--- config.mk ---
export PLATFORM = sky130hd
export DESIGN_NAME = ex_mem_stage
export DESIGN_NICKNAME = d
export VERILOG_FILES = /design/src/rtl/ex_mem_stage.sv
export SDC_FILE = /design/constraint.sdc
export NUM_CORES = 1
export LEC_CHECK = 0
export ABC_AREA = 0
export CORE_UTILIZATION = 38
export DETAILED_ROUTE_END_ITERATION = 10
export PLACE_DENSITY = 0.91
export SYNTH_ARGS = -nofsm -noshare
export SYNTH_HDL_FRONTEND = slang
export SYNTH_SLANG_ARGS = --single-unit
export TNS_END_PERCENT = 30
--- constraint.sdc ---
create_clock -name clk_i -period 7.23 [get_ports clk_i]
set_input_delay 2.169 -clock clk_i [delete_from_list [all_inputs] [get_ports clk_i]]
set_output_delay 2.169 -clock clk_i [all_outputs]
set_load 0.1 [all_outputs]
--- src/rtl/ex_mem_stage.sv ---
// EX/MEM pipeline register with a variable-latency data-memory handshake.
// Optional stall-cycle counter enabled by defining EX_MEM_STALL_CNT_EN.
module ex_mem_stage #(
  parameter int unsigned TIMEOUT = 64,
  parameter int unsigned CNT_W   = 16
) (
  input  logic             clk_i,
  input  logic             rst_i,
  input  logic             RegWrite_i,
  input  logic             MemtoReg_i,
  input  logic             MemRead_i,
  input  logic             MemWrite_i,
  input  logic [31:0]      alu_result_i,
  input  logic [31:0]      rs2_data_i,
  input  logic [4:0]       rd_addr_i,
  output logic             RegWrite_o,
  output logic             MemtoReg_o,
  output logic             MemRead_o,
  output logic             MemWrite_o,
  output logic [31:0]      alu_result_o,
  output logic [4:0]       rd_addr_o,
  output logic             mem_req_o,
  output logic             mem_we_o,
  output logic [31:0]      mem_addr_o,
  output logic [31:0]      mem_wdata_o,
  input  logic             mem_ack_i,
  input  logic [31:0]      mem_rdata_i,
  output logic [31:0]      mem_rdata_o,
  output logic             stall_o,
  output logic             err_o,
  output logic [CNT_W-1:0] stall_cnt_o
);

  typedef enum logic {
    IDLE = 1'b0,
    REQ  = 1'b1
  } state_e;

  localparam logic [7:0] TMO_MAX = 8'(TIMEOUT);

  state_e      state_q;
  logic [7:0]  tmo_q, tmo_d;
  logic        err_q, err_d;
  logic        rw_q, mtr_q, mr_q, mw_q;
  logic [31:0] alu_q, wd_q;
  logic [4:0]  rd_q;

  logic busy, stall, mem_in;

  // Handshake decode and timeout bookkeeping
  always_comb begin
    busy   = (state_q == REQ);
    stall  = busy & ~mem_ack_i;
    mem_in = MemRead_i | MemWrite_i;
    tmo_d  = tmo_q;
    err_d  = err_q;
    if (stall) begin
      if (tmo_q != TMO_MAX) tmo_d = tmo_q + 8'd1;
      if (tmo_d == TMO_MAX) err_d = 1'b1;
    end else begin
      tmo_d = 8'd0;
    end
  end

  // Access FSM: a memory op in the register means a request is pending
  always_ff @(posedge clk_i or posedge rst_i) begin
    if (rst_i) begin
      state_q <= IDLE;
      tmo_q   <= 8'd0;
      err_q   <= 1'b0;
    end else begin
      tmo_q <= tmo_d;
      err_q <= err_d;
      if (!stall) state_q <= mem_in ? REQ : IDLE;
    end
  end

  // Pipeline register: advance whenever not stalled
  always_ff @(posedge clk_i or posedge rst_i) begin
    if (rst_i) begin
      rw_q  <= 1'b0;
      mtr_q <= 1'b0;
      mr_q  <= 1'b0;
      mw_q  <= 1'b0;
      alu_q <= 32'd0;
      wd_q  <= 32'd0;
      rd_q  <= 5'd0;
    end else if (!stall) begin
      rw_q  <= RegWrite_i;
      mtr_q <= MemtoReg_i;
      mr_q  <= MemRead_i;
      mw_q  <= MemWrite_i;
      alu_q <= alu_result_i;
      wd_q  <= rs2_data_i;
      rd_q  <= rd_addr_i;
    end
  end

  assign RegWrite_o   = rw_q;
  assign MemtoReg_o   = mtr_q;
  assign MemRead_o    = mr_q;
  assign MemWrite_o   = mw_q;
  assign alu_result_o = alu_q;
  assign rd_addr_o    = rd_q;

  assign mem_req_o   = busy;
  assign mem_we_o    = mw_q;
  assign mem_addr_o  = alu_q;
  assign mem_wdata_o = wd_q;
  assign stall_o     = stall;
  assign err_o       = err_q;

  // A write wins over a simultaneous read, so no load data then
  assign mem_rdata_o =
    (busy & mem_ack_i & mr_q & ~mw_q) ? mem_rdata_i : 32'd0;

`ifdef EX_MEM_STALL_CNT_EN
  logic [CNT_W-1:0] scnt_q;

  // Saturating count of frozen cycles, cleared only by reset
  always_ff @(posedge clk_i or posedge rst_i) begin
    if (rst_i) begin
      scnt_q <= '0;
    end else if (stall && (scnt_q != '1)) begin
      scnt_q <= scnt_q + CNT_W'(1);
    end
  end

  assign stall_cnt_o = scnt_q;
`else
  assign stall_cnt_o = '0;
`endif

endmodule

==> flow_summary.yaml, run 1 <==
clocking:
  cts_buffer_depth: 2
  post_cts_buffers: 0
  htree_levels: 3
  cts_sinks: 83
  clockRootBuffer: "clkbuf_8"
  hold_buffers: 0
  cts_buffers: 9
  clk_pin_slew_ns: 0.08
  cts_tree: "built"
  ctsResizeCount: 0
  insertion_delay_ns: 0.35
layout:
  mostFrequentLayoutCell: "nand2_1"
  nNetsFinal: 764
  multi_input_area_um2: 1360
  diodes: 0
  final_cell_mix: "220 x nand2_1, 215 x clkdlybuf4s50_1, 83 x dfrtp_1"
  final_util_pct: 63.9
  seqCellArea_um2: 2080
  syn_to_final_growth_pct: 62.5
  fill_cells: 825
  layout.cells.non_filler: 791
  drive_gt1_share_pct: 8.81
timing:
  tightest_slew_ns: 1.04
  setup_viol: 0
  finalCritPeriodShare_pct: 83.7
  finalMaxSlewViolations: 0
  rsz0062_at_grt: "no"
  final-hold-violation-count: 0
  timing.fmax_mhz: 165
  timing.final.crit_period_ns: 6.05
  fin_skew_ns: 0.00547
  finalSetupTns_ns: 0
  slew_headroom_pct: 30.4
placement:
  dp.cells: 776
  gp_congestion: 0.813
  port_buffers: 248
  dp_hpwl_mm: 7.98
setup_path:
  cp_slowest_stage_delay_ns: 0.71
  startpoint_type: "primary input"
  crit-reg2reg-launch: "mem_req_o$_DFFE_PP0N_"
  crit_buf_inv: 2
  cp_top_family: "simple AND/OR/NAND/NOR gates"
  worst-path-max-fanout: 32
  r2r_setup_slack_ns: 5.53
  end_kind: "output pin"
  path_class: "primary input to output pin"
  crit_arrival_ns: 3.89
  required_ns: 5.06
  crit_slowest_cell: "and4b_1"
  reg2regPathDepth: 5
  r2r-end: "tmo_q[5]$_DFF_PP0_"
  crit_path_cell_trace: "clkdlybuf4s50_1 > and4b_1 > and2_1 > buf_4"
power_and_ir_drop:
  powerDensity_nw_per_um2: 270
  switchingPower_uw: 823
  comb_power_share_pct: 48.9
  power_frac_seq_pct: 32.0
  intPower_uw: 861
  vdd_drop_max_v: 0.000168
  power_mw: 1.68
  p_clk_share_pct: 19.2
  p_leak_nw: 3.05
  switching_share_pct: 48.9
global_route:
  antenna_found_initial: 0
  grt_use_total_pct: 20.0
  grt_pass1_wl_mm: 16.0
  overflow: 0
  grt_pass1_vias: 3385
  grt_max_degree: 84
yosys:
  synth_seq_cells: 83
  synth_seq_area_share_pct: 54.0
  avgSynthCellArea_um2: 8.62
  synthXorXnorAreaFrac_pct: 1.59
  synth-simple-area-share_pct: 30.6
  syn_area_um2: 3840
  syn_inst: 446
  synth.distinct_cells: 29
  synth_top_family_by_area: "simple AND/OR/NAND/NOR gates"
  synth_mux_area_share_pct: 0
  synthAdderAreaFrac_pct: 0.651
  synth_compound_area_share_pct: 0.879
  ys.warnings.count: 0
floorplanning:
  row_count: 36
  initial_core_util_pct: 39.3
  ios: 265
  core_area_um2: 9770
  die_y_um: 103
  die_w_um: 103
  die-area_um2: 10500
drt:
  vias_per_cell: 4.44
  drt-pass1-iter-count: 4
  drt_wl_total_mm: 10.8
  ant_nets: 0
  first_iter_violations: 122
  vias: 3515
  drc: 0
  drt-wirelength-per-cell_um: 13.6
flow_run:
  cap_violations: 0
hold_path:
  min_from: "mem_wdata_o[8]$_DFFE_PP0N_"
  hold_class: "flip-flop to flip-flop"
  hold_depth: 2
  holdPathEnd: "mem_wdata_o[8]$_DFFE_PP0N_"
status:
  status: "complete, no violations"
## area by class of cell
type	instances	share of cell area (%)
clock buffer	14	3.08
clock inverter	1	0.0801
inverter	4	0.260
multi-input combinational	305	21.7
sequential	83	33.2
tap	133	2.66
timing repair buffer	251	39.0
## per-stage QoR
step / instance area (um^2) / setup WS (ns) / hold WS (ns)
6_report: 6250 / 1.18 / 0.467
5_1_grt: 6250 / 1.06 / 0.493
4_1_cts: 6250 / 1.17 / 0.474
3_5_place_dp: 6050 / 1.18 / 0.456
3_3_place_gp: 6050 / 1.31 / 0.449
2_1_floorplan: 3900 / 1.56 / 0.539
## cells in the mapped netlist
| cell | number | area, um^2 |
|---|---|---|
| a31oi_1 | 1 | 6.26 |
| a41o_1 | 2 | 20.0 |
| and2_1 | 33 | 206 |
| and2b_1 | 1 | 7.51 |
| and3_1 | 1 | 6.26 |
| and3_2 | 1 | 7.51 |
| and3_4 | 1 | 11.3 |
| and4b_1 | 1 | 10.0 |
| buf_1 | 1 | 3.75 |
| buf_2 | 3 | 15.0 |
| buf_4 | 49 | 368 |
| buf_6 | 1 | 11.3 |
| clkbuf_1 | 15 | 56.3 |
| conb_1 | 1 | 3.75 |
| dfrtp_1 | 83 | 2080 |
| ha_1 | 2 | 25.0 |
| inv_1 | 3 | 11.3 |
| inv_2 | 1 | 3.75 |
| nand2_1 | 220 | 826 |
| nand2b_2 | 1 | 8.76 |
| nand3_1 | 5 | 25.0 |
| nand3_2 | 1 | 10.0 |
| nor2_1 | 8 | 30.0 |
| nor3_1 | 1 | 5.00 |
| nor4b_2 | 1 | 15.0 |
| o31ai_1 | 1 | 7.51 |
| or3_1 | 1 | 6.26 |
| xnor2_1 | 3 | 26.3 |
| xor2_1 | 4 | 35.0 |
## power by group through the flow
stage | Combinational [mW] | Clock (mW) | Sequential [mW]
after floorplan | 0.335 | 0 | 0.851
after global placement | 0.818 | 0 | 0.545
after detailed placement | 0.826 | 0 | 0.548
after CTS | 0.827 | 0.336 | 0.539
after global routing | 0.850 | 0.353 | 0.545
final | 0.823 | 0.323 | 0.539
## worst min-delay path: stages, from the launching register on
cell and delay, ns:
dfrtp_1 0.34, nand2_1 0.05, nand2_1 0.05
## metal layers
metal	wire [um]	share of wire, %	GRT usage (%)	vias up
li1	-	-	-	1696
met1	3960	37	21.2	1636
met2	5600	52	36.2	164
met3	963	9.0	5.83	19
met4	231	2.1	9.67	0
met5	0	0	0	-
## sequential cells by signal, indices dropped and copies added (netlist names)
signal	flops
err_o	1
MemWrite_o	1
rd_addr_o	5
MemtoReg_o	1
alu_result_o	32
RegWrite_o	1
mem_wdata_o	32
MemRead_o	1
mem_req_o	1
tmo_q	8
## kinds of logic after synthesis
family | Yosys count
flip-flops | 83
adder cells (fa/ha/maj) | 2
buffers and inverters | 73
other | 1
XOR/XNOR | 7
AO/OA/AOI/OAI | 4
AND/OR/NAND/NOR | 276
## worst max path at each step
stage                      endpoint      start  slack (ns)  depth (start not counted)
detailed placement   mem_rdata_o[4]  mem_ack_i        1.18                          4
floorplan                   stall_o  mem_ack_i        1.56                          3
global route        mem_rdata_o[21]  mem_ack_i        1.06                          4
global placement    mem_rdata_o[11]  mem_ack_i        1.31                          4
finish              mem_rdata_o[28]  mem_ack_i        1.18                          4
CTS                  mem_rdata_o[4]  mem_ack_i        1.17                          4
Note: power is estimated with default switching activity, not from simulation.
==> inputs of run 2 (changes only) <==
--- a/config.mk
+++ b/config.mk
@@ -6,9 +6,9 @@
 export NUM_CORES = 1
 export LEC_CHECK = 0
 export ABC_AREA = 0
-export CORE_UTILIZATION = 38
+export CORE_UTILIZATION = 36
 export DETAILED_ROUTE_END_ITERATION = 10
-export PLACE_DENSITY = 0.91
+export PLACE_DENSITY = 0.87
 export SYNTH_ARGS = -nofsm -noshare
 export SYNTH_HDL_FRONTEND = slang
 export SYNTH_SLANG_ARGS = --single-unit
==> constraint.sdc (replaced) <==
create_clock -name clk_i -period 6.31 [get_ports clk_i]
set_input_delay 1.893 -clock clk_i [delete_from_list [all_inputs] [get_ports clk_i]]
set_output_delay 1.893 -clock clk_i [all_outputs]
set_load 0.1 [all_outputs]
==> run 2 against run 1 <==
Net effect:
- first-iteration DRC count increased by 32%
- setup slack worse by 0.32 ns
- largest cell class unchanged
- global-route usage fell by 0.57 points
- critical path type unchanged
- clock skew down 0.0020 ns
==> flow_summary.yaml, run 2 (synthesis results as in run 1) <==
status:
  status: "complete, no violations"
clocking:
  ctsResizeCount: 0
  cts_buffers: 9
  insertion_delay_ns: 0.34
  hold_buffers: 0
  htree_levels: 3
  cts_sinks: 83
  cts_tree: "built"
  clockRootBuffer: "clkbuf_8"
  post_cts_buffers: 0
  cts_buffer_depth: 2
  clk_pin_slew_ns: 0.07
floorplanning:
  core_area_um2: 10300
  die_w_um: 105
  row_count: 37
  ios: 265
  initial_core_util_pct: 37.2
  die_y_um: 105
  die-area_um2: 11100
drt:
  first_iter_violations: 161
  drc: 0
  vias: 3520
  drt-wirelength-per-cell_um: 13.5
  vias_per_cell: 4.44
  ant_nets: 0
  drt-pass1-iter-count: 4
  drt_wl_total_mm: 10.7
setup_path:
  crit_slowest_cell: "and4b_1"
  startpoint_type: "primary input"
  reg2regPathDepth: 5
  crit_path_cell_trace: "clkdlybuf4s50_1 > and4b_1 > and2_1 > buf_4"
  worst-path-max-fanout: 32
  crit_arrival_ns: 3.56
  end_kind: "output pin"
  required_ns: 4.42
  cp_slowest_stage_delay_ns: 0.67
  cp-startpoint: "mem_ack_i"
  path_class: "primary input to output pin"
  crit-reg2reg-launch: "mem_req_o$_DFFE_PP0N_"
timing:
  rsz0062_at_grt: "no"
  final-hold-violation-count: 0
  finalMaxSlewViolations: 0
  fin_skew_ns: 0.00351
  slew_headroom_pct: 31.2
  finalCritPeriodShare_pct: 86.4
  timing.final.crit_period_ns: 5.45
  tightest_slew_ns: 1.03
  finalSetupTns_ns: 0
  setup_viol: 0
  timing.fmax_mhz: 183
layout:
  layout.cells.non_filler: 792
  diodes: 0
  mostFrequentLayoutCell: "nand2_1"
  nNetsFinal: 764
  fill_cells: 877
  final_cell_mix: "220 x nand2_1, 215 x clkdlybuf4s50_1, 83 x dfrtp_1"
  syn_to_final_growth_pct: 61.3
  drive_gt1_share_pct: 8.08
global_route:
  overflow: 0
  grt_pass1_vias: 3481
  grt_max_degree: 77
  antenna_found_initial: 0
  grt_use_total_pct: 19.4
  grt_pass1_wl_mm: 16.9
placement:
  port_buffers: 248
  gp_congestion: 0.820
  dp_hpwl_mm: 8.16
  dp.cells: 779
power_and_ir_drop:
  vdd_drop_max_v: 0.000165
  powerDensity_nw_per_um2: 302
  p_leak_nw: 3.02
flow_run:
  cap_violations: 0
hold_path:
  hold_depth: 2
  min_from: "mem_wdata_o[23]$_DFFE_PP0N_"
  hold_class: "flip-flop to flip-flop"
[run 2: cell count changes in the layout (fill, tap and decap cells not counted)]
| cell | before | now |
|---|---|---|
| clkinv_2 | 2 | 1 |
| clkbuf_8 | 14 | 10 |
| clkbuf_1 | 0 | 3 |
[run 2: where the power goes]
part           switching, mW  total [mW]  internal (mW)
logic                  0.731       0.942          0.211
registers             0.0358       0.617          0.581
clock network          0.169       0.317          0.148
total                  0.936        1.88          0.940
[run 2: cell type report]
type / count / area (um^2) / area share (%)
timing repair buffer: 251 / 2430 / 39.3
sequential: 83 / 2080 / 33.5
multi-input combinational: 305 / 1360 / 21.8
tap: 136 / 170 / 2.74
clock buffer: 13 / 149 / 2.40
inverter: 4 / 16.3 / 0.262
[run 2: critical path: cells and delay by family]
kind                   cells  cell delay [ns]
buffers and inverters      2             0.76
and+or+nand+nor            2             0.90
[run 2: worst paths after layout]
kind,to,slack (ns)
hold / removal,mem_wdata_o[23]$_DFFE_PP0N_,0.47
max in group asynchronous,mem_wdata_o[28]$_DFFE_PP0N_,3.36
min in group asynchronous,alu_result_o[9]$_DFFE_PP0N_,1.96
setup / recovery,mem_rdata_o[0],0.86
hold reg to reg,mem_wdata_o[23]$_DFFE_PP0N_,0.47
setup reg to reg,tmo_q[2]$_DFF_PP0_,4.63
[run 2: through the flow]
| stage | utilization [%] | power [mW] | hold WS (ns) | setup WS, ns | area [um^2] |
|---|---|---|---|---|---|
| 2_1_floorplan | - | 1.36 | 0.539 | 1.19 | 3900 |
| 3_3_place_gp | 58.6 | 1.56 | 0.448 | 0.942 | 6050 |
| 3_5_place_dp | 58.6 | 1.57 | 0.455 | 0.847 | 6050 |
| 4_1_cts | 60.1 | 1.89 | 0.471 | 0.842 | 6200 |
| 5_1_grt | 60.1 | 1.95 | 0.489 | 0.723 | 6200 |
| 6_report | 60.1 | 1.88 | 0.467 | 0.857 | 6200 |
[run 2: routing by layer]
metal  up-vias  wire length, um  GRT usage [%]
met2       163             5730           36.8
met3        14              941           6.25
met4         0              172           6.34
li1       1696                -              -
met5         -                0              0
met1      1647             3870           19.9
